## src/rtl/instr_fetch_unit_if.sv

```systemverilog
// rtl/instr_fetch_unit_if.sv - instruction memory and fetch-output handshake bundle
interface instr_fetch_unit_if;
   logic        imem_req;
   logic [31:0] imem_addr;
   logic        imem_ack;
   logic [31:0] imem_rdata;
   logic        instr_valid;
   logic [31:0] instr;
   logic [31:0] instr_pc;
   logic        instr_ready;

   // fetch unit side
   modport master (
      output imem_req, imem_addr,
      input  imem_ack, imem_rdata,
      output instr_valid, instr, instr_pc,
      input  instr_ready
   );

   // memory plus decode side
   modport slave (
      input  imem_req, imem_addr,
      output imem_ack, imem_rdata,
      input  instr_valid, instr, instr_pc,
      output instr_ready
   );
endinterface

```

## src/rtl/instr_fetch_unit.sv

```systemverilog
// rtl/instr_fetch_unit.sv - instruction fetch with PC/word FIFO and redirect flush (optional FETCH_STATS_EN counters)
module instr_fetch_unit #(
   parameter int          DEPTH    = 4,
   parameter logic [31:0] RESET_PC = 32'h0000_3000
) (
   input  logic               clk,
   input  logic               rst,
   input  logic               redirect,
   input  logic [31:0]        redirect_pc,
   instr_fetch_unit_if.master bus,
   output logic               busy
`ifdef FETCH_STATS_EN
   ,
   output logic [31:0]        stat_fetched,
   output logic [31:0]        stat_dropped
`endif
);

   localparam int AW = $clog2(DEPTH);
   localparam int CW = AW + 1;
   localparam logic [CW-1:0] DEPTH_C = CW'(DEPTH);

   typedef enum logic [1:0] {IDLE, REQ, DROP} state_t;

   state_t        state;
   logic [31:0]   fetch_pc;
   logic [31:0]   fetch_pc_nxt;
   logic [31:0]   mem_instr [DEPTH];
   logic [31:0]   mem_pc    [DEPTH];
   logic [AW-1:0] wr_ptr;
   logic [AW-1:0] rd_ptr;
   logic [AW-1:0] rd_ptr_nxt;
   logic [CW-1:0] count;
   logic [CW-1:0] count_nxt;
   logic          push;
   logic          pop;
   logic          space_nxt;
   logic          redirect_pc_unused;

   // low address bits of the redirect target are forced to zero
   assign redirect_pc_unused = ^redirect_pc[1:0];

   assign busy = (state != IDLE);

   // push/pop decisions; redirect overrides both and empties the FIFO
   always_comb begin
      push = (state == REQ) && bus.imem_ack && !redirect;
      pop  = bus.instr_valid && bus.instr_ready && !redirect;

      count_nxt = count;
      if (redirect)
         count_nxt = '0;
      else if (push && !pop)
         count_nxt = count + 1'b1;
      else if (pop && !push)
         count_nxt = count - 1'b1;

      // a new request is only issued when its word is sure to fit
      space_nxt = (count_nxt < DEPTH_C);

      rd_ptr_nxt = rd_ptr;
      if (redirect)
         rd_ptr_nxt = '0;
      else if (pop)
         rd_ptr_nxt = rd_ptr + 1'b1;

      fetch_pc_nxt = fetch_pc;
      if (redirect)
         fetch_pc_nxt = {redirect_pc[31:2], 2'b00};
      else if (push)
         fetch_pc_nxt = fetch_pc + 32'd4;
   end

   // request FSM; imem_addr doubles as the drop address while in DROP
   always_ff @(posedge clk) begin
      if (!rst) begin
         state         <= IDLE;
         fetch_pc      <= RESET_PC;
         bus.imem_req  <= 1'b0;
         bus.imem_addr <= RESET_PC;
      end else begin
         fetch_pc <= fetch_pc_nxt;
         case (state)
            IDLE: begin
               if (space_nxt) begin
                  state         <= REQ;
                  bus.imem_req  <= 1'b1;
                  bus.imem_addr <= fetch_pc_nxt;
               end
            end
            REQ: begin
               if (bus.imem_ack) begin
                  if (!redirect && space_nxt) begin
                     bus.imem_addr <= fetch_pc_nxt;
                  end else begin
                     state        <= IDLE;
                     bus.imem_req <= 1'b0;
                  end
               end else if (redirect) begin
                  state <= DROP;
               end
            end
            DROP: begin
               if (bus.imem_ack) begin
                  state        <= IDLE;
                  bus.imem_req <= 1'b0;
               end
            end
            default: begin
               state        <= IDLE;
               bus.imem_req <= 1'b0;
            end
         endcase
      end
   end

   // FIFO storage; contents need no reset since count gates visibility
   always_ff @(posedge clk) begin
      if (push) begin
         mem_instr[wr_ptr] <= bus.imem_rdata;
         mem_pc[wr_ptr]    <= fetch_pc;
      end
   end

   // FIFO pointers and registered head, bypassing a push into an empty slot
   always_ff @(posedge clk) begin
      if (!rst) begin
         count           <= '0;
         wr_ptr          <= '0;
         rd_ptr          <= '0;
         bus.instr_valid <= 1'b0;
         bus.instr       <= '0;
         bus.instr_pc    <= '0;
      end else begin
         count           <= count_nxt;
         rd_ptr          <= rd_ptr_nxt;
         bus.instr_valid <= (count_nxt != '0);
         if (redirect)
            wr_ptr <= '0;
         else if (push)
            wr_ptr <= wr_ptr + 1'b1;
         if (count_nxt != '0) begin
            if (push && (rd_ptr_nxt == wr_ptr)) begin
               bus.instr    <= bus.imem_rdata;
               bus.instr_pc <= fetch_pc;
            end else begin
               bus.instr    <= mem_instr[rd_ptr_nxt];
               bus.instr_pc <= mem_pc[rd_ptr_nxt];
            end
         end
      end
   end

`ifdef FETCH_STATS_EN
   logic discard;

   assign discard = bus.imem_ack && (((state == REQ) && redirect) || (state == DROP));

   // fetched words and discarded work (dropped responses plus flushed entries)
   always_ff @(posedge clk) begin
      if (!rst) begin
         stat_fetched <= '0;
         stat_dropped <= '0;
      end else begin
         if (push)
            stat_fetched <= stat_fetched + 32'd1;
         stat_dropped <= stat_dropped + 32'(discard) + (redirect ? 32'(count) : 32'd0);
      end
   end
`endif

endmodule
```

## src/flat_wrapper.sv

```systemverilog
// flat-port wrapper written by rule: the top's interface ports become plain ports
module instr_fetch_unit_flat 
#(
   parameter int          DEPTH    = 4,
   parameter logic [31:0] RESET_PC = 32'h0000_3000
)
  (clk, rst, redirect, redirect_pc, busy, bus_imem_req, bus_imem_addr, bus_imem_ack, bus_imem_rdata, bus_instr_valid, bus_instr, bus_instr_pc, bus_instr_ready);
  instr_fetch_unit_if bus_i ();
  input  logic clk;
  input  logic rst;
  input  logic redirect;
  input  logic [31:0] redirect_pc;
  output logic busy;
  output wire logic [$bits(bus_i.imem_req)-1:0] bus_imem_req;
  output wire logic [$bits(bus_i.imem_addr)-1:0] bus_imem_addr;
  input wire logic [$bits(bus_i.imem_ack)-1:0] bus_imem_ack;
  input wire logic [$bits(bus_i.imem_rdata)-1:0] bus_imem_rdata;
  output wire logic [$bits(bus_i.instr_valid)-1:0] bus_instr_valid;
  output wire logic [$bits(bus_i.instr)-1:0] bus_instr;
  output wire logic [$bits(bus_i.instr_pc)-1:0] bus_instr_pc;
  input wire logic [$bits(bus_i.instr_ready)-1:0] bus_instr_ready;
  assign bus_imem_req = bus_i.imem_req;
  assign bus_imem_addr = bus_i.imem_addr;
  assign bus_i.imem_ack = bus_imem_ack;
  assign bus_i.imem_rdata = bus_imem_rdata;
  assign bus_instr_valid = bus_i.instr_valid;
  assign bus_instr = bus_i.instr;
  assign bus_instr_pc = bus_i.instr_pc;
  assign bus_i.instr_ready = bus_instr_ready;
  instr_fetch_unit #(.DEPTH(DEPTH), .RESET_PC(RESET_PC)) u_core (.clk(clk), .rst(rst), .redirect(redirect), .redirect_pc(redirect_pc), .bus(bus_i), .busy(busy));
endmodule
```

## config.mk

```make
export PLATFORM = sky130hd
export DESIGN_NAME = instr_fetch_unit_flat
export DESIGN_NICKNAME = d
export VERILOG_FILES = /design/src/rtl/instr_fetch_unit_if.sv /design/src/rtl/instr_fetch_unit.sv /design/src/flat_wrapper.sv
export SDC_FILE = /design/constraint.sdc
export NUM_CORES = 1
export LEC_CHECK = 0
export BUFFER_PORTS_ARGS = -buffer_cell sky130_fd_sc_hd__buf_2
export CAP_MARGIN = 20
export CORE_UTILIZATION = 51
export DETAILED_ROUTE_END_ITERATION = 8
export PLACE_DENSITY = 0.71
export SKIP_CTS_REPAIR_TIMING = 1
export SLEW_MARGIN = 20
export SYNTH_ARGS = -nofsm -noshare
export SYNTH_HDL_FRONTEND = slang
export SYNTH_SLANG_ARGS = --single-unit
```

## constraint.sdc

```tcl
create_clock -name clk -period 4.2 [get_ports clk]
set_clock_uncertainty 0.05 [all_clocks]
set_input_delay 0.84 -clock clk [delete_from_list [all_inputs] [get_ports clk]]
set_output_delay 0.84 -clock clk [all_outputs]
set_load 0.01 [all_outputs]
```

==> summary.txt <==
Final layout
  • Fill cells: 2,360
  • Area occupied by multi-input gates: 0.005019 sq mm
  • Antenna cells: 0
  • Core Util, Final: 0.6039
  • Register area: 0.01047 sq mm
  • P&R area growth vs syn: 16.67%
  • Layout cells sized above 1: 0.2733
  • Commonest non-fill, non-tap cells in the layout: edfxtp_1 (256), buf_2 (164), dfxtp_1 (139), a21oi_1 (75), o31ai_1 (74)
  • Most common cell after layout, fill and taps aside: edfxtp_1
  • Final net count: 1,287

Global route
  • Via count of the first global-routing pass: 9,737
  • Overflow after GRT: 0
  • Initial antenna violation count: 0
  • GRT Overall Usage: 0.2347
  • First-pass GRT wire length: 56.08 mm
  • Largest net degree at the start of global routing: 67

Worst setup path
  • Critical path required time: 4570 ps
  • Crit path arrival time: 3240 ps
  • Crit path max fanout: 24
  • Critical path class: reg2reg
  • Setup crit start kind: flop
  • Critical Path Slowest Stage Cell: o31a_1
  • Max incr delay on CP: 890 ps
  • Setup crit end kind: flop
  • CP cell instances: ha_1 > a21boi_0 > o21a_1 > o31a_1 > a31oi_1 > a211o_1

Synthesis
  • Number of synthesized flops with an enable pin: 256
  • Mapped Area: 0.01583 sq mm
  • Leading register cell type out of synthesis: edfxtp_1
  • Distinct cells, synth: 60
  • Complex-gate fraction of the synthesized area: 0.09791
  • Synth Instances: 1,063
  • Multiplexer share of the synthesized area: 0.1410
  • Simple-gate share of the synthesized area: 0.05745
  • Syn_nets: 1,139
  • Asr flop ratio synth: 0
  • Synth Area in Adders: 0.005532
  • Main combinational cell family by area after synthesis: multiplexers
  • Syn_area_per_cell: 14.89 sq um
  • Yosys warns: 0
  • Synth Area in XOR/XNOR: 0.01059
  • Sequential area share after synthesis: 0.6613
  • Flops & latches, synth: 395

Floorplan
  • Die Ht: 178.2 um
  • Starting density of the core: 0.5176
  • # IOs: 168
  • Die W: 178.2 um
  • Die area: 0.03175 sq mm
  • Core ar.: 0.03059 sq mm
  • Row cnt: 64

Timing
  • Unrepaired setup endpoints after global routing: false
  • Max Transition Viols Final: 0
  • Worst-Margin Slew: 1105 ps
  • Final setup fails: 0
  • Fin Setup TNS: 0 ps
  • Hold Vio Cnt, Final: 0
  • Crit share post-route: 0.6846
  • WHS: 421.3 ps
  • Final min period: 2875 ps
  • Worst rel slew slack: 0.2632
  • Max Fclk: 347.8 MHz

Drt
  • DRC Markers: 0
  • Number of routed nets with antenna violations: 0
  • Initial drt markers: 872
  • Post-Route WL: 36.55 mm
  • Vias/cell: 6.018
  • DRT Pass-1 Iters: 6
  • Wirelength per Cell: 22.29 um
  • DR vias: 9,869

Pwr
  • Leakage: 7.300 nW
  • Power density over the cells: 462.6 mW/mm^2
  • Peak VDD IR: 330.5 uV

CTS
  • Max Root-Sink Buffers: 3
  • H-tree Lvls: 2
  • CTS clk-pin slew, worst paths: 60 ps
  • Clock sinks: 395
  • CTS tree: done
  • Worst-Skew Late Latency: 530 ps
  • CTS Buf Count: 41
  • Root Driver: clkbuf_16

Worst hold path
  • Hold WC Path Type: reg2reg

Placement
  • Final GP Congestion: 0.8000
  • Detailed placer's ending HPWL: 21.41 mm
  • IO buf count: 165

Outcome
  • Status: finished clean

Job
  • Max_cap viols: 0
where the power goes:
part           total (mW)  internal (mW)  switching [mW]
registers            4.39           4.27           0.116
logic               0.613          0.253           0.359
clock network        3.54           2.09            1.45
total                8.55           6.62            1.92
layout make-up:
class                   count  share of cell area
well taps                 396             0.02682
repair buffers            188             0.05961
multi-input cells         572              0.2717
clock buffers              58             0.06625
clock inverters            18            0.006164
inverters                  13            0.002642
flip-flops and latches    395              0.5668
registers in the layout, indices dropped and copies added, names as in the netlist, 2 cells and up:
name                  count
u_core.mem_pc           128
u_core.rd_ptr             2
u_core.state              2
u_core.count              3
u_core.bus.instr_pc      32
u_core.bus.imem_addr     32
u_core.fetch_pc          32
u_core.wr_ptr             2
u_core.mem_instr        128
u_core.bus.instr         32
synthesized netlist by cell type (2+ instances only):
cell      instances  share of area
a211o_1           2         0.0011
a211oi_1          8         0.0038
a21boi_0          2        0.00095
a21o_1            2        0.00095
a21oi_1          75          0.024
a31o_2            2         0.0011
a31oi_1           7         0.0028
a32oi_1           2         0.0011
and2_1            9         0.0036
and3_1            8         0.0032
and4_1            3         0.0017
buf_1             7         0.0017
buf_2            29         0.0092
buf_4             5         0.0024
clkbuf_1         42          0.010
dfxtp_1         139           0.18
edfxtp_1        256           0.49
ha_1              7         0.0055
inv_1            12         0.0028
mux2_2            5         0.0036
mux2i_1          72          0.046
mux4_2           64          0.091
nand2_1          24         0.0057
nand2b_1          2        0.00079
nand3_1          28         0.0089
nand4_1          10         0.0040
nor2_1           42          0.010
nor2b_1           8         0.0032
nor3_1           11         0.0035
nor3b_1           4         0.0019
nor4_1           10         0.0040
o21ai_0          26         0.0082
o22a_1           15         0.0083
o31a_1            6         0.0033
o31ai_1          75          0.036
or2_1             2        0.00079
or2_2             2        0.00079
or3_1             2        0.00079
or4_1             4         0.0019
xnor2_1          10         0.0055
xnor3_1           2         0.0028
xor2_1            4         0.0022
worst max-delay path, delay by kind of cell (launching register included):
family / cells / cell delay [ps]
compound gates: 5 / 2090
fa+ha+maj: 1 / 180
flops: 1 / 450
layer usage:
| metal | part of all wire | GRT usage | routed length (um) |
|---|---|---|---|
| met3 | 0.065 | 0.04007 | 2370 |
| met4 | 0.019 | 0.06427 | 679 |
| met1 | 0.43 | 0.3301 | 15880 |
| met5 | 0 | 0 | 0 |
| met2 | 0.48 | 0.3782 | 17620 |
worst paths after layout:
path | startpoint | to | slack [ps] | cells past startpoint
hold reg to reg | u_core.bus.imem_addr[19]$_SDFFE_PN0P_ | u_core.bus.imem_addr[19]$_SDFFE_PN0P_ | 420 | 2
setup reg to reg | u_core.count[0]$_SDFF_PN0_ | u_core.bus.imem_addr[13]$_SDFFE_PN1P_ | 1320 | 6
setup / recovery | u_core.count[0]$_SDFF_PN0_ | u_core.bus.imem_addr[13]$_SDFFE_PN1P_ | 1320 | 6
hold / removal | u_core.bus.imem_addr[19]$_SDFFE_PN0P_ | u_core.bus.imem_addr[19]$_SDFFE_PN0P_ | 420 | 2
metrics by stage:
stage | power (mW) | setup slack (ps) | area, sq um | std cells
after floorplan | 4.799 | 653.6 | 15830 | 1063
after global placement | 5.065 | 903.2 | 17130 | 1564
after detailed placement | 5.080 | 917.3 | 17130 | 1564
after CTS | 8.607 | 1391 | 18470 | 1640
after global routing | 8.836 | 1100 | 18470 | 1640
final | 8.545 | 1325 | 18470 | 1640
logic make-up after synthesis:
| family | count (synthesis) |
|---|---|
| flip-flops | 395 |
| AO/OA/AOI/OAI | 234 |
| AND/OR/NAND/NOR | 173 |
| multiplexers | 142 |
| buffers and inverters | 96 |
| XOR/XNOR | 16 |
| adder cells (fa/ha/maj) | 7 |
Note: power is estimated with default switching activity, not from simulation.
